==> src/rtl/cb_pkg.sv <==
// Connection-box configuration chain: shared types and sizing helpers.
//
// Helpers compute the select widths, total configuration size and the bit
// offset of each output's {mode, select} field within the configuration word.
// Fields are packed LSB-first: single0_out, single1_out, clb0_input, clb1_input.
package cb_pkg;

    typedef enum logic [1:0] {
        CLS_SNG0 = 2'd0,
        CLS_SNG1 = 2'd1,
        CLS_CLB0 = 2'd2,
        CLS_CLB1 = 2'd3
    } cb_cls_e;

    // Track muxes see: const0, const1, both CLB output groups, the other track group.
    function automatic int cb_sng_sel(input int chn_w, input int clb_ow);
        return $clog2(chn_w + 2*clb_ow + 2);
    endfunction

    // CLB input muxes see: const0, const1, both track groups, the other CLB outputs.
    function automatic int cb_clb_sel(input int chn_w, input int clb_ow);
        return $clog2(clb_ow + 2*chn_w + 2);
    endfunction

    function automatic int cb_cfg_size(input int clb_iw, input int clb_ow, input int chn_w);
        return 2*chn_w*(cb_sng_sel(chn_w, clb_ow) + 1)
             + 2*clb_iw*(cb_clb_sel(chn_w, clb_ow) + 1);
    endfunction

    function automatic int cb_field_off(input cb_cls_e cls, input int idx,
                                        input int clb_iw, input int clb_ow, input int chn_w);
        int sng_f;
        int clb_f;
        int off;
        sng_f = cb_sng_sel(chn_w, clb_ow) + 1;
        clb_f = cb_clb_sel(chn_w, clb_ow) + 1;
        case (cls)
            CLS_SNG0: off = idx*sng_f;
            CLS_SNG1: off = chn_w*sng_f + idx*sng_f;
            CLS_CLB0: off = 2*chn_w*sng_f + idx*clb_f;
            default:  off = 2*chn_w*sng_f + clb_iw*clb_f + idx*clb_f;
        endcase
        return off;
    endfunction

endpackage

==> src/rtl/cb_mux_cell.sv <==
// One routing mux with an optional output register.
//
// Ports:
//   clk, rst_n   clock, async active-low reset
//   sel_i        active select (index into data_i; out-of-range selects give 0)
//   mode_i       0: combinational output, 1: registered output (1-cycle latency)
//   data_i       mux inputs; the parent puts const0/const1 at indices 0/1
//   out_o        routed output
module cb_mux_cell #(
    parameter int IWIDTH = 26,
    parameter int SEL_W  = 5
) (
    input  logic              clk,
    input  logic              rst_n,
    input  logic [SEL_W-1:0]  sel_i,
    input  logic              mode_i,
    input  logic [IWIDTH-1:0] data_i,
    output logic              out_o
);

    logic mux_val;
    logic out_d;
    logic out_q;

    // Explicit compare loop so selects >= IWIDTH fall through to 0.
    always_comb begin
        mux_val = 1'b0;
        for (int i = 0; i < IWIDTH; i++) begin
            if (sel_i == SEL_W'(i)) begin
                mux_val = data_i[i];
            end
        end
    end

    assign out_d = mux_val;

    // Free-running capture; the mode bit only picks which path is visible.
    always_ff @(posedge clk or negedge rst_n) begin
        if (!rst_n) begin
            out_q <= 1'b0;
        end else begin
            out_q <= out_d;
        end
    end

    assign out_o = mode_i ? out_q : mux_val;

endmodule

==> src/rtl/cb_cfg_chain.sv <==
// Connection box with a serial configuration chain and shadow (active) config.
//
// Ports:
//   clk, rst_n                 clock, async active-low reset
//   cfg_in, cfg_en             serial config data and shift enable
//   cfg_commit                 copy shift chain into active config
//   cfg_out                    daisy-chain output (chain MSB)
//   clb0_output, clb1_output   same-tile / adjacent-tile CLB outputs
//   single0_in, single1_in     same-tile / adjacent-tile tracks
//   single0_out, single1_out   routed track outputs
//   clb0_input, clb1_input     routed CLB inputs
module cb_cfg_chain
    import cb_pkg::*;
#(
    parameter int CLB_IWIDTH = 10,
    parameter int CLB_OWIDTH = 4,
    parameter int CHN_WIDTH  = 16
) (
    input  logic                  clk,
    input  logic                  rst_n,
    input  logic                  cfg_in,
    input  logic                  cfg_en,
    input  logic                  cfg_commit,
    output logic                  cfg_out,
    input  logic [CLB_OWIDTH-1:0] clb0_output,
    input  logic [CLB_OWIDTH-1:0] clb1_output,
    input  logic [CHN_WIDTH-1:0]  single0_in,
    input  logic [CHN_WIDTH-1:0]  single1_in,
    output logic [CHN_WIDTH-1:0]  single0_out,
    output logic [CHN_WIDTH-1:0]  single1_out,
    output logic [CLB_IWIDTH-1:0] clb0_input,
    output logic [CLB_IWIDTH-1:0] clb1_input
);

    localparam int SNG_SEL  = cb_sng_sel(CHN_WIDTH, CLB_OWIDTH);
    localparam int CLB_SEL  = cb_clb_sel(CHN_WIDTH, CLB_OWIDTH);
    localparam int CFG_SIZE = cb_cfg_size(CLB_IWIDTH, CLB_OWIDTH, CHN_WIDTH);
    localparam int SNG_IW   = CHN_WIDTH + 2*CLB_OWIDTH + 2;
    localparam int CLB_IW   = CLB_OWIDTH + 2*CHN_WIDTH + 2;

    logic [CFG_SIZE-1:0] chain_d, chain_q;
    logic [CFG_SIZE-1:0] cfg_d,   cfg_q;

    // Commit samples the pre-edge chain, so a same-cycle shift does not leak in.
    always_comb begin
        chain_d = chain_q;
        cfg_d   = cfg_q;
        if (cfg_en) begin
            chain_d = {chain_q[CFG_SIZE-2:0], cfg_in};
        end
        if (cfg_commit) begin
            cfg_d = chain_q;
        end
    end

    always_ff @(posedge clk or negedge rst_n) begin
        if (!rst_n) begin
            chain_q <= '0;
            cfg_q   <= '0;
        end else begin
            chain_q <= chain_d;
            cfg_q   <= cfg_d;
        end
    end

    assign cfg_out = chain_q[CFG_SIZE-1];

    // Mux source vectors, index 0 = const0, index 1 = const1.
    logic [SNG_IW-1:0] sng0_src, sng1_src;
    logic [CLB_IW-1:0] clb0_src, clb1_src;

    assign sng0_src = {single1_in, clb1_output, clb0_output, 2'b10};
    assign sng1_src = {single0_in, clb1_output, clb0_output, 2'b10};
    assign clb0_src = {clb1_output, single1_in, single0_in, 2'b10};
    assign clb1_src = {clb0_output, single1_in, single0_in, 2'b10};

    for (genvar i = 0; i < CHN_WIDTH; i++) begin : g_sng0
        localparam int OFF = cb_field_off(CLS_SNG0, i, CLB_IWIDTH, CLB_OWIDTH, CHN_WIDTH);
        cb_mux_cell #(.IWIDTH(SNG_IW), .SEL_W(SNG_SEL)) u_cell (
            .clk    (clk),
            .rst_n  (rst_n),
            .sel_i  (cfg_q[OFF +: SNG_SEL]),
            .mode_i (cfg_q[OFF + SNG_SEL]),
            .data_i (sng0_src),
            .out_o  (single0_out[i])
        );
    end

    for (genvar i = 0; i < CHN_WIDTH; i++) begin : g_sng1
        localparam int OFF = cb_field_off(CLS_SNG1, i, CLB_IWIDTH, CLB_OWIDTH, CHN_WIDTH);
        cb_mux_cell #(.IWIDTH(SNG_IW), .SEL_W(SNG_SEL)) u_cell (
            .clk    (clk),
            .rst_n  (rst_n),
            .sel_i  (cfg_q[OFF +: SNG_SEL]),
            .mode_i (cfg_q[OFF + SNG_SEL]),
            .data_i (sng1_src),
            .out_o  (single1_out[i])
        );
    end

    for (genvar i = 0; i < CLB_IWIDTH; i++) begin : g_clb0
        localparam int OFF = cb_field_off(CLS_CLB0, i, CLB_IWIDTH, CLB_OWIDTH, CHN_WIDTH);
        cb_mux_cell #(.IWIDTH(CLB_IW), .SEL_W(CLB_SEL)) u_cell (
            .clk    (clk),
            .rst_n  (rst_n),
            .sel_i  (cfg_q[OFF +: CLB_SEL]),
            .mode_i (cfg_q[OFF + CLB_SEL]),
            .data_i (clb0_src),
            .out_o  (clb0_input[i])
        );
    end

    for (genvar i = 0; i < CLB_IWIDTH; i++) begin : g_clb1
        localparam int OFF = cb_field_off(CLS_CLB1, i, CLB_IWIDTH, CLB_OWIDTH, CHN_WIDTH);
        cb_mux_cell #(.IWIDTH(CLB_IW), .SEL_W(CLB_SEL)) u_cell (
            .clk    (clk),
            .rst_n  (rst_n),
            .sel_i  (cfg_q[OFF +: CLB_SEL]),
            .mode_i (cfg_q[OFF + CLB_SEL]),
            .data_i (clb1_src),
            .out_o  (clb1_input[i])
        );
    end

endmodule

==> config.mk <==
export PLATFORM = sky130hd
export DESIGN_NAME = cb_cfg_chain
export DESIGN_NICKNAME = d
export VERILOG_FILES = /design/src/rtl/cb_pkg.sv /design/src/rtl/cb_mux_cell.sv /design/src/rtl/cb_cfg_chain.sv
export SDC_FILE = /design/constraint.sdc
export NUM_CORES = 2
export LEC_CHECK = 0
export ABC_AREA = 0
export ABC_CLOCK_PERIOD_IN_PS = 3300
export BUFFER_PORTS_ARGS = -buffer_cell sky130_fd_sc_hd__clkbuf_2
export CAP_MARGIN = 20
export CORE_UTILIZATION = 50
export CTS_CLUSTER_SIZE = 12
export DETAILED_ROUTE_END_ITERATION = 12
export PLACE_DENSITY = 0.73
export SLEW_MARGIN = 20
export SYNTH_ARGS = -nofsm -noshare
export SYNTH_HDL_FRONTEND = slang
export SYNTH_SLANG_ARGS = --single-unit
==> constraint.sdc <==
create_clock -name clk -period 3.3 [get_ports clk]
set_clock_uncertainty 0.2 [all_clocks]
set_input_delay 0.66 -clock clk [delete_from_list [all_inputs] [get_ports clk]]
set_output_delay 0.66 -clock clk [all_outputs]
set_load 0.01 [all_outputs]
==> metrics <==
Crit Path Class flip-flop to primary output; combinational power share 0.190; post-synth top area share 0.370; Final nets 5981; Synthesis Warnings 0; CTS tree yes; layout filler cell count 7307; Gate Count Post-Synth 5289; first-pass GRT wire length 275 mm; max_cap viols 0; final setup violation count 52; Core Rows 113; fmax 252 MHz; prevailing post-synth register cell dfrtp_1; actual slew at the worst max-slew pin 639 ps; Final Max Tran Viols 0; Syn-to-layout area delta 30.7%; TritonCTS Sinks 716; maximum VDD drop 0.000442 V; sequential area share after synthesis 0.370; synth top area cells dfrtp_1, mux2_2, o21ai_0; worst-skew pair later-pin latency 670 ps; DRC viols 0; Starting Density 0.508; crit path max-delay cell type dfrtp_2; leakage 27.0 nW; P_sw 6.60 mW; most used cell, CP buf_4; post-DP HPWL 122 mm; Sw Share 0.290; Post-synth ARST share 1.00; Min-Delay Path Class input pin to flip-flop; fin crit period 3970 ps; Core Area 95400 um2; vias per cell 6.65; status finished, violations left; RSZ-0062 raised after global routing yes; Clock transition at path regs 60 ps; area leader, netlist dfrtp_1; largest net degree at the start of global routing 94; required time of the critical path 2440 ps; DP Cell Count 6784; clock buffers created by TritonCTS 81; Slew headroom 0.568; CTS root buf clkbuf_16; total iterations of the first detailed-routing run 9; Clock Tree Buf Depth 3; violated checks setup timing; Final Hold Fails 0; CP Max Fanout 3; syn_area_per_cell 9.16 um2; Tot GR Track Use 0.362; IO Pins 98; sequential power share 0.419; FF/Latch Area 18100 um2; die area 98100 um2; crit-path max cell delay 450 ps; number of synthesized flops with an enable pin 0; crit end category primary output; part of the power in the clock network 0.391; Hold Slack 45.0 ps; die span in x 313 um; area taken by multi-input logic gates 29700 um2; Avg WL per Cell 25.7 um; initial drt markers 6769; final wirelength 187 mm; Pwr Density 360 nW/um2; Power Internal 16.2 mW; CTS HTree Levels 3; total congestion overflow 0; Arrival @ worst endpoint 3110 ps; final std cells w/o fill 7256; antenna violations before repair 13; Port Buffers 97; share of cells above drive strength 1 0.423; post-synthesis cell area 48400 um2; Final Cycle Share 1.20; crit-path cells buf_4 -> buf_4 -> a2111oi_2 -> buf_4 -> a211oi_2 -> o21a_2 -> a2111oi_4 -> o31ai_4 -> a21oi_2 -> mux2_4 -> buf_6; routability cong. 1.02; Final WS setup -667 ps; vias in the first global route 45000; Distinct cells, synth 95; Via Count 48200; #FFs+latches synth 716; Mapped Nets 5334; Worst Setup Start Kind flip-flop; post-route ant nets 0; Die Y 313 um
[power groups by stage]
| stage | Combinational [mW] | Clock, mW | Sequential [mW] |
|---|---|---|---|
| 5_1_grt | 4.49 | 9.35 | 9.59 |
| 3_5_place_dp | 3.62 | 0 | 9.66 |
| 4_1_cts | 4.00 | 9.03 | 9.51 |
| 2_1_floorplan | 2.13 | 0 | 9.45 |
| 3_3_place_gp | 3.57 | 0 | 9.64 |
| 6_report | 4.32 | 8.92 | 9.54 |
[critical path: cells and delay by family (launching register included)]
family                 cells  cell delay [ps]
muxes                      1              180
buffers and inverters      4              550
AOI/OAI and AO/OA          6             1270
DFF                        1              450
[Yosys cell counts, drive strengths merged (24+ instances only)]
master,number
dfrtp,716
mux2,662
nand2,417
o21ai,413
clkbuf,381
nor2,304
a21oi,299
buf,221
mux2i,172
inv,128
nand2b,117
nor3,106
nor2b,105
nand3,92
o22ai,77
a22oi,68
o211ai,66
a31oi,60
a211oi,58
o31ai,44
nor3b,43
nor4,33
o32ai,33
mux4,32
nand3b,30
o221ai,30
a221oi,29
or3,29
a2111oi,26
and3,26
nand4,26
a32oi,24
[flip-flops by register name, summed over array words and instances (netlist names)]
register / cells
cfg_q: 332
chain_q: 332
g_sng0.u_cell.out_q: 16
g_sng1.u_cell.out_q: 16
g_clb0.u_cell.out_q: 10
g_clb1.u_cell.out_q: 10
[logic make-up after synthesis]
kind of cell	share of synthesized area
flip-flops	0.370
AO/OA/AOI/OAI	0.213
XOR/XNOR	0.000543
buffers and inverters	0.0640
multiplexers	0.204
AND/OR/NAND/NOR	0.148
[per-stage QoR]
step	total power, mW	utilization	setup WS (ps)	setup TNS [ps]	area (um2)
2_1_floorplan	11.6	-	7.29	0	48500
3_3_place_gp	13.2	0.572	-1050	-22550	54600
3_5_place_dp	13.3	0.572	-1020	-22930	54600
4_1_cts	22.5	0.636	-647	-16200	60700
5_1_grt	23.4	0.663	-771	-20970	63300
6_report	22.8	0.663	-667	-16560	63300
[layout make-up]
type | count | area share
multi-input combinational | 3840 | 0.469
sequential | 716 | 0.286
timing repair buffer | 1166 | 0.172
clock buffer | 106 | 0.0349
tap | 1265 | 0.0250
inverter | 131 | 0.00808
clock inverter | 28 | 0.00510
antenna | 4 | 0.000158
[worst paths after layout]
| path | from | end | slack, ps | cells after the start |
|---|---|---|---|---|
| min | cfg_in | chain_q[0]$_DFFE_PN0P_ | 40 | 2 |
| max in group asynchronous | rst_n | cfg_q[249]$_DFFE_PN0P_ | 1570 | 4 |
| max | cfg_q[262]$_DFFE_PN0P_ | clb1_input[0] | -670 | 11 |
| max reg2reg | cfg_q[68]$_DFFE_PN0P_ | g_sng0[11].u_cell.out_q$_DFF_PN0_ | 210 | 17 |
| min in group asynchronous | rst_n | chain_q[36]$_DFFE_PN0P_ | 310 | 2 |
| min reg2reg | chain_q[187]$_DFFE_PN0P_ | cfg_q[187]$_DFFE_PN0P_ | 290 | 2 |
[metal layers]
layer  vias up  GRT usage  part of all wire
met4         8      0.193             0.067
met3       780     0.0805              0.11
met1     23500      0.486              0.39
met2      3026      0.545              0.43
met5         -          0           0.00028
li1      21000          -                 -
[what timing repair did]
item,in CTS,in global routing
setup buffers,206,125
pin swaps,204,200
cloned,10,7
hold endpoints to repair,36,0
hold buffers,1,0
setup endpoints to repair,52,53
resized for setup,554,409
[cells in the final DEF (no fill, tap or decap), types with 25 or more instances in the layout]
| master | instances |
|---|---|
| nand2_1 | 403 |
| nand4_1 | 26 |
| or3_1 | 26 |
| nand3b_1 | 30 |
| o21ai_0 | 331 |
| o211ai_1 | 66 |
| a22oi_1 | 58 |
| o31ai_1 | 29 |
| inv_1 | 101 |
| clkbuf_2 | 47 |
| a21oi_1 | 258 |
| mux2i_1 | 169 |
| clkbuf_16 | 88 |
| buf_12 | 106 |
| nor4_1 | 29 |
| a31oi_1 | 55 |
| mux2_2 | 621 |
| nand3_1 | 85 |
| nor2b_1 | 75 |
| buf_4 | 839 |
| o32ai_1 | 25 |
| nor3b_1 | 36 |
| dfrtp_1 | 580 |
| nor3_1 | 90 |
| o21ai_1 | 62 |
| o22ai_1 | 63 |
| a211oi_1 | 35 |
| nand2b_1 | 99 |
| mux4_2 | 32 |
| nor2_1 | 284 |
| dfrtp_2 | 136 |
| mux2_4 | 40 |
| buf_6 | 108 |
| a21oi_2 | 40 |
Note: power is estimated with default switching activity, not from simulation.
